## config.mk

```make
export PLATFORM = sky130hd
export DESIGN_NAME = arb_sweep_scheduler
export DESIGN_NICKNAME = d
export VERILOG_FILES = /design/src/rtl/arb_sweep_scheduler.sv
export SDC_FILE = /design/constraint.sdc
export NUM_CORES = 1
export LEC_CHECK = 0
export ABC_AREA = 0
export BUFFER_PORTS_ARGS = -buffer_cell sky130_fd_sc_hd__buf_2
export CORE_MARGIN = 1
export CORE_UTILIZATION = 35
export CTS_BUF_LIST = sky130_fd_sc_hd__clkbuf_8
export DETAILED_ROUTE_END_ITERATION = 6
export GPL_TIMING_DRIVEN = 0
export SETUP_SLACK_MARGIN = 0.2
export SLEW_MARGIN = 25
export SYNTH_ARGS = -nofsm -noshare
export SYNTH_HDL_FRONTEND = slang
export SYNTH_SLANG_ARGS = --single-unit
export TNS_END_PERCENT = 30
```

## constraint.sdc

```tcl
create_clock -name clk -period 2.1 [get_ports clk]
set_input_delay 0.21 -clock clk [delete_from_list [all_inputs] [get_ports clk]]
set_output_delay 0.21 -clock clk [all_outputs]
set_load 0.02 [all_outputs]
```

## src/rtl/arb_sweep_scheduler.sv

```systemverilog
// Sweeps the Bellman/CycleDetect engine over every source vertex and arbitrates adjmat writes between runs.
// Optional run watchdog is compiled in with `define SCHED_WATCHDOG_EN.
module arb_sweep_scheduler #(
  parameter int NUM_SRC = 8,
  parameter int SRC_W   = 3,
  parameter int TIMEOUT = 4096
) (
  input  logic             clk,
  input  logic             reset,
  input  logic             start,
  input  logic             stop,
  input  logic             upd_req,
  output logic             upd_grant,
  output logic             eng_reset,
  output logic [SRC_W-1:0] eng_src,
  input  logic             eng_done,
  input  logic             eng_cycle,
  output logic             busy,
  output logic             cycle_valid,
  output logic [SRC_W-1:0] cycle_src,
  output logic             sweep_done,
  output logic             timeout_err
);

  typedef enum logic [2:0] {IDLE, LAUNCH, WAIT, NEXT, HOLD, DONE} state_t;

  localparam logic [SRC_W-1:0] LAST_IDX = SRC_W'(NUM_SRC - 1);

  state_t           state, state_next;
  logic [SRC_W-1:0] idx, idx_next;
  logic             timed_out;

  logic             upd_grant_d, eng_reset_d, busy_d, cycle_valid_d, sweep_done_d, timeout_err_d;
  logic [SRC_W-1:0] eng_src_d, cycle_src_d;

`ifdef SCHED_WATCHDOG_EN
  localparam int WD_W = (TIMEOUT > 1) ? $clog2(TIMEOUT) : 1;

  logic [WD_W-1:0] wd_cnt;

  // Held at zero outside WAIT, so every run starts counting from zero.
  always_ff @(posedge clk) begin
    if (reset || state != WAIT)
      wd_cnt <= '0;
    else
      wd_cnt <= wd_cnt + WD_W'(1);
  end

  assign timed_out = (state == WAIT) && !eng_done && (wd_cnt == WD_W'(TIMEOUT - 1));
`else
  assign timed_out = (TIMEOUT < 0);
`endif

  always_ff @(posedge clk) begin
    if (reset) begin
      state       <= IDLE;
      idx         <= '0;
      eng_reset   <= 1'b1;
      eng_src     <= '0;
      busy        <= 1'b0;
      upd_grant   <= 1'b0;
      cycle_valid <= 1'b0;
      cycle_src   <= '0;
      sweep_done  <= 1'b0;
      timeout_err <= 1'b0;
    end else begin
      state       <= state_next;
      idx         <= idx_next;
      eng_reset   <= eng_reset_d;
      eng_src     <= eng_src_d;
      busy        <= busy_d;
      upd_grant   <= upd_grant_d;
      cycle_valid <= cycle_valid_d;
      cycle_src   <= cycle_src_d;
      sweep_done  <= sweep_done_d;
      timeout_err <= timeout_err_d;
    end
  end

  always_comb begin
    state_next = state;
    idx_next   = idx;
    case (state)
      IDLE: begin
        if (start && !stop) begin
          idx_next   = '0;
          state_next = upd_req ? HOLD : LAUNCH;
        end
      end
      LAUNCH: state_next = WAIT;
      WAIT: begin
        if (eng_done || timed_out)
          state_next = NEXT;
      end
      NEXT: begin
        if (idx == LAST_IDX) begin
          state_next = DONE;
        end else begin
          idx_next   = idx + SRC_W'(1);
          state_next = upd_req ? HOLD : LAUNCH;
        end
      end
      HOLD: begin
        if (!upd_req)
          state_next = LAUNCH;
      end
      DONE:    state_next = IDLE;
      default: state_next = IDLE;
    endcase
    // Abort overrides everything once a sweep has begun.
    if (stop && state != IDLE)
      state_next = IDLE;
  end

  // Outputs are computed from the upcoming state so that their registered copies line up with it.
  always_comb begin
    eng_reset_d   = (state_next != WAIT);
    eng_src_d     = (state_next == LAUNCH) ? idx_next : eng_src;
    busy_d        = (state_next != IDLE);
    upd_grant_d   = upd_req && (state_next == IDLE || state_next == HOLD);
    cycle_valid_d = (state == WAIT) && eng_done && eng_cycle && !stop;
    cycle_src_d   = cycle_valid_d ? idx : cycle_src;
    sweep_done_d  = (state_next == DONE);
    timeout_err_d = timeout_err || timed_out;
  end

endmodule

```

======== After elaboration in Yosys (flattened, before gate mapping) ========
Index checks and enable logic that the tools add are counted.
operators by class
  add/subtract/negate cells ............... 1
  equality and inequality tests ........... 9
  multiplexer cells ....................... 10
  reductions and logical operators ........ 12
operator list
  kind                                                                   number
  3-bit 2-to-1 mux                                                       8
  3-bit case mux with 5 select lines                                     1
  3-bit equality test, second input constant                             4
  3-bit by 1-bit equality test with 1-bit output, second input constant  2
  3-bit by 2-bit equality test with 1-bit output, second input constant  2
  1-bit logical AND                                                      6
  3-bit zero test                                                        2
  3-bit case mux with 2 select lines                                     1
  3-bit nonzero test                                                     2
  3-bit by 1-bit adder with 3-bit output, second input constant          1
  3-bit by 2-bit != test with 1-bit output, second input constant        1
  1-bit zero test                                                        1
  1-bit logical OR                                                       1
word-level totals
  register bits after elaboration ......... 17
  bits of input ports ..................... 7
  output and inout bits ................... 12
  logic and storage cells ................. 41

======== Longest topological paths before layout ========
  depth after elaboration ................. 8
  gate-level depth with buffers ........... 6
  depth with buffers taken out ............ 6

======== Least setup slack after synthesis ========
Ideal clock, no wire load.
  path type ............................... reg-to-reg
  start point ............................. register idx[0]
  end point ............................... register eng_src[2]
  setup time .............................. 0.116 ns
  arrival ................................. 1.422 ns
  data required time ...................... 1.984 ns
  setup slack ............................. 0.562 ns
  cell stages (with the launch flop) ...... 7
  buffers on the path ..................... 0
  period minus slack after synthesis ...... 1.538 ns
  cells stage by stage .................... dfxtp_1 -> ha_1 -> a21o_2 -> a32o_2 -> nor2_1 -> a21oi_1 -> a31o_1
on the way
  cells in the longest elaborated chain, start to end .. 5
  elaborated cells on any way between the ends .. 8
  those cells by class .................... 1 x add/sub; 2 x eq/ne; 5 x mux
ends and longest elaborated chain
  element                                         RTL line  RTL
  from (decl)                                     30        logic [SRC_W-1:0] idx, idx_next;
  from (signal assigned)                          68        idx <= idx_next;
  3-bit equality test                             96        if (idx == LAST_IDX) begin
  3-bit 2-to-1 mux                                96
  3-bit case mux with 5 select lines              83        case (state)
  3-bit 2-to-1 mux                                111       if (stop && state != IDLE)
  3-bit by 1-bit equality test with 1-bit output  118       eng_src_d = (state_next == LAUNCH) ? idx_next : eng_src;
  to (signal assigned)                            70        eng_src <= eng_src_d;
  to (decl)                                       15        output logic [SRC_W-1:0] eng_src,
Several ways; a longest one is shown, not always the timed one.
A chain may end at the register's enable or synchronous reset.

======== Final worst setup path ========
Same ends and word-level chain as after synthesis.

==> metrics.md <==
| Metric | Value |
|---|---|
| Clock transition at path regs | `70 ps` |
| Post-DP HPWL | `1.05 mm` |
| Rows | `16` |
| Tcrit/Tclk final | `78.3%` |
| RSZ-0062 raised after global routing | `no` |
| MaxCap Viol Count | `0` |
| Power per cell area | `717 mW/mm^2` |
| Number of synthesized flops with an enable pin | `0` |
| CTS resizes | `0` |
| Leakage Power | `0.371 nW` |
| Die area | `0.00228 sq mm` |
| Vias | `587` |
| CTS Root Cell | `clkbuf_8` |
| Routed wire length | `1.39 mm` |
| Num CTS Buffers | `3` |
| Hold WC Path Type | `in2reg` |
| Reg2reg path depth | `6` |
| Synth unique cells | `32` |
| Seq pwr share | `51.6%` |
| Post-synth top cells | `17 x dfxtp_1, 9 x nor2_1, 4 x a21oi_1, 4 x nor2b_1` |
| Syn_nets | `80` |
| DR iter-0 viols | `11` |
| Count of final hold-check violations | `0` |
| Die width | `47.8 um` |
| PortBufs | `17` |
| Area Growth Syn to Fin | `22.5%` |
| Initial antenna violation count | `0` |
| H-tree depth | `1` |
| Worst VDD drop | `0.346 mV` |
| Vias/cell | `4.89` |
| Net Sw Frac | `24.3%` |
| Internal power | `488 uW` |
| Setup TNS | `0 ps` |
| Top-count cell post-synth | `dfxtp_1` |
| Vias in the first global route | `563` |
| Post-synth top area cell | `dfxtp_1` |
| Placed cell count | `116` |
| Synth async-reset ratio | `0%` |
| Post-CTS Setup Bufs | `0` |
| Gr ovfl total | `0` |
| Critical Path RT | `2260 ps` |
| Hold Path Cell Cnt | `2` |
| Minimum clock period | `1640 ps` |
| # nets final | `102` |
| Sequential share of the synthesized area | `46.4%` |
| Starting density of the core | `37.4%` |
| I/O pin cnt | `19` |
| Crit-path max FO | `4` |
| Flops & latches, synth | `17` |
| GPL Wtd Cong | `0.839` |
| Core Region | `0.00196 sq mm` |
| Post-Syn Area | `733 sq um` |
| Logic gate share of total power | `10.1%` |
| Inserted Diodes | `0` |
| Syn. warnings | `0` |
| Antenna Nets Post-Route | `0` |
| Cell count after synthesis | `72` |
| DRC | `0` |
| CTS max path bufs | `2` |
| CTS tree | `done` |
| Total GRT Usage | `14.9%` |
| Fin Clk Skew | `7.02 ps` |
| Cell breakdown of the critical path | `ha_1 -> a21o_2 -> a32o_2 -> nor2_1 -> a21oi_1 -> a31o_1` |
| Status | `complete, no violations` |
| Top cell type's share of synthesized area | `46.4%` |
| WL/cell | `11.6 um` |
| Synth Area per Inst | `10.2 sq um` |
| Crit end category | `flip-flop` |
| Slowest stage cell on the critical path | `dfxtp_1` |
| Crit start category | `flip-flop` |
| Fmax | `0.608 GHz` |
| Worst-Skew Late Latency | `260 ps` |
| Share of layout cells above drive strength 1 | `35.5%` |
| Slowest stage delay, CP | `330 ps` |
| Slew Viols, Final | `0` |
| First-pass GRT wire length | `2.26 mm` |
| Sw Pwr | `157 uW` |
| Largest net degree at the start of global routing | `11` |
| Power share of the clock group | `38.3%` |
| Main synth FF type | `dfxtp_1` |
| Top cells by area, synth | `dfxtp_1 46%, nor2_1 4.6%, mux2i_1 4.1%` |
| Arr. time, crit path | `1800 ps` |
| Router iterations before antenna repair | `4` |
| Setup violations, final | `0` |
| Die height | `47.8 um` |
| Worst Setup Path Type | `reg2reg` |
| Clock sink count | `17` |
| Number of hold buffers added after CTS | `0` |
| Final Non-Filler Cells | `120` |
-- layout by cell type, fill, tap and decap left out, types with 3 or more instances in the layout --
| master | count |
|---|---|
| a21oi_1 | 4 |
| buf_2 | 17 |
| clkbuf_8 | 4 |
| dfxtp_1 | 17 |
| mux2i_1 | 3 |
| nand2_1 | 3 |
| nor2_1 | 9 |
| nor2b_1 | 4 |
| nor3_1 | 3 |
| nor4_1 | 3 |
-- layer usage --
metal / vias to the layer above / track usage [%] / share of wire, %
li1: 301 / - / -
met1: 257 / 18.3 / 49
met2: 24 / 21.6 / 42
met3: 5 / 4.53 / 5.8
met4: 0 / 11.7 / 3.2
met5: - / 0 / 0
-- flip-flops by register name, summed over array words and instances, names as in the netlist --
register and cells:
busy 1, cycle_src 3, cycle_valid 1, eng_reset 1, eng_src 3, idx 3
state 3, sweep_done 1, upd_grant 1
-- final cells by class --
cell class	count	area (sq um)
well taps	27	33.8
fillers	221	1060
plain buffers	2	21.3
flip-flops and latches	17	340
clock inverters	1	5.00
inverters	1	3.75
clock buffers	3	41.3
repair buffers	17	85.1
multi-input cells	52	368
-- power by group through the flow --
stage | clock [mW] | sequential (mW) | combinational (mW)
global route | 0.263 | 0.333 | 0.0718
detailed placement | 0 | 0.340 | 0.0651
finish | 0.247 | 0.332 | 0.0650
floorplan | 0 | 0.346 | 0.0374
global placement | 0 | 0.340 | 0.0643
CTS | 0.251 | 0.333 | 0.0654
-- critical path: cells and delay by family (launching register included) --
kind,cells,cell delay [ps]
AO/OA/AOI/OAI,4,770
flip-flops,1,330
AND/OR/NAND/NOR,1,210
adder cells (fa/ha/maj),1,250
-- metrics by stage --
stage	instance area (sq um)	total power [mW]	hold slack, ps	setup WS [ps]	util (%)
2_1_floorplan	733	0.383	282	562	-
3_3_place_gp	852	0.404	473	473	43.4
3_5_place_dp	852	0.405	481	446	43.4
4_1_cts	898	0.649	229	436	45.8
5_1_grt	898	0.667	230	319	45.8
6_report	898	0.644	230	456	45.8
-- final timing paths --
kind	startpoint	to	slack (ps)
min	reset	cycle_valid$_SDFF_PP0_	230
max	idx[0]$_SDFF_PP0_	eng_src[2]$_SDFFE_PP0N_	460
max reg2reg	idx[0]$_SDFF_PP0_	eng_src[2]$_SDFFE_PP0N_	460
min reg2reg	cycle_src[2]$_SDFFE_PP0P_	cycle_src[2]$_SDFFE_PP0P_	490
-- cell families after synthesis --
logic type | Yosys count | synth area share, %
other | 1 | 0.511
multiplexers | 4 | 5.63
adder cells (fa/ha/maj) | 1 | 1.71
AO/OA/AOI/OAI | 15 | 18.4
AND/OR/NAND/NOR | 30 | 22.7
buffers and inverters | 3 | 3.41
XOR/XNOR | 1 | 1.19
flip-flops | 17 | 46.4
(Power assumes the default switching activity.)
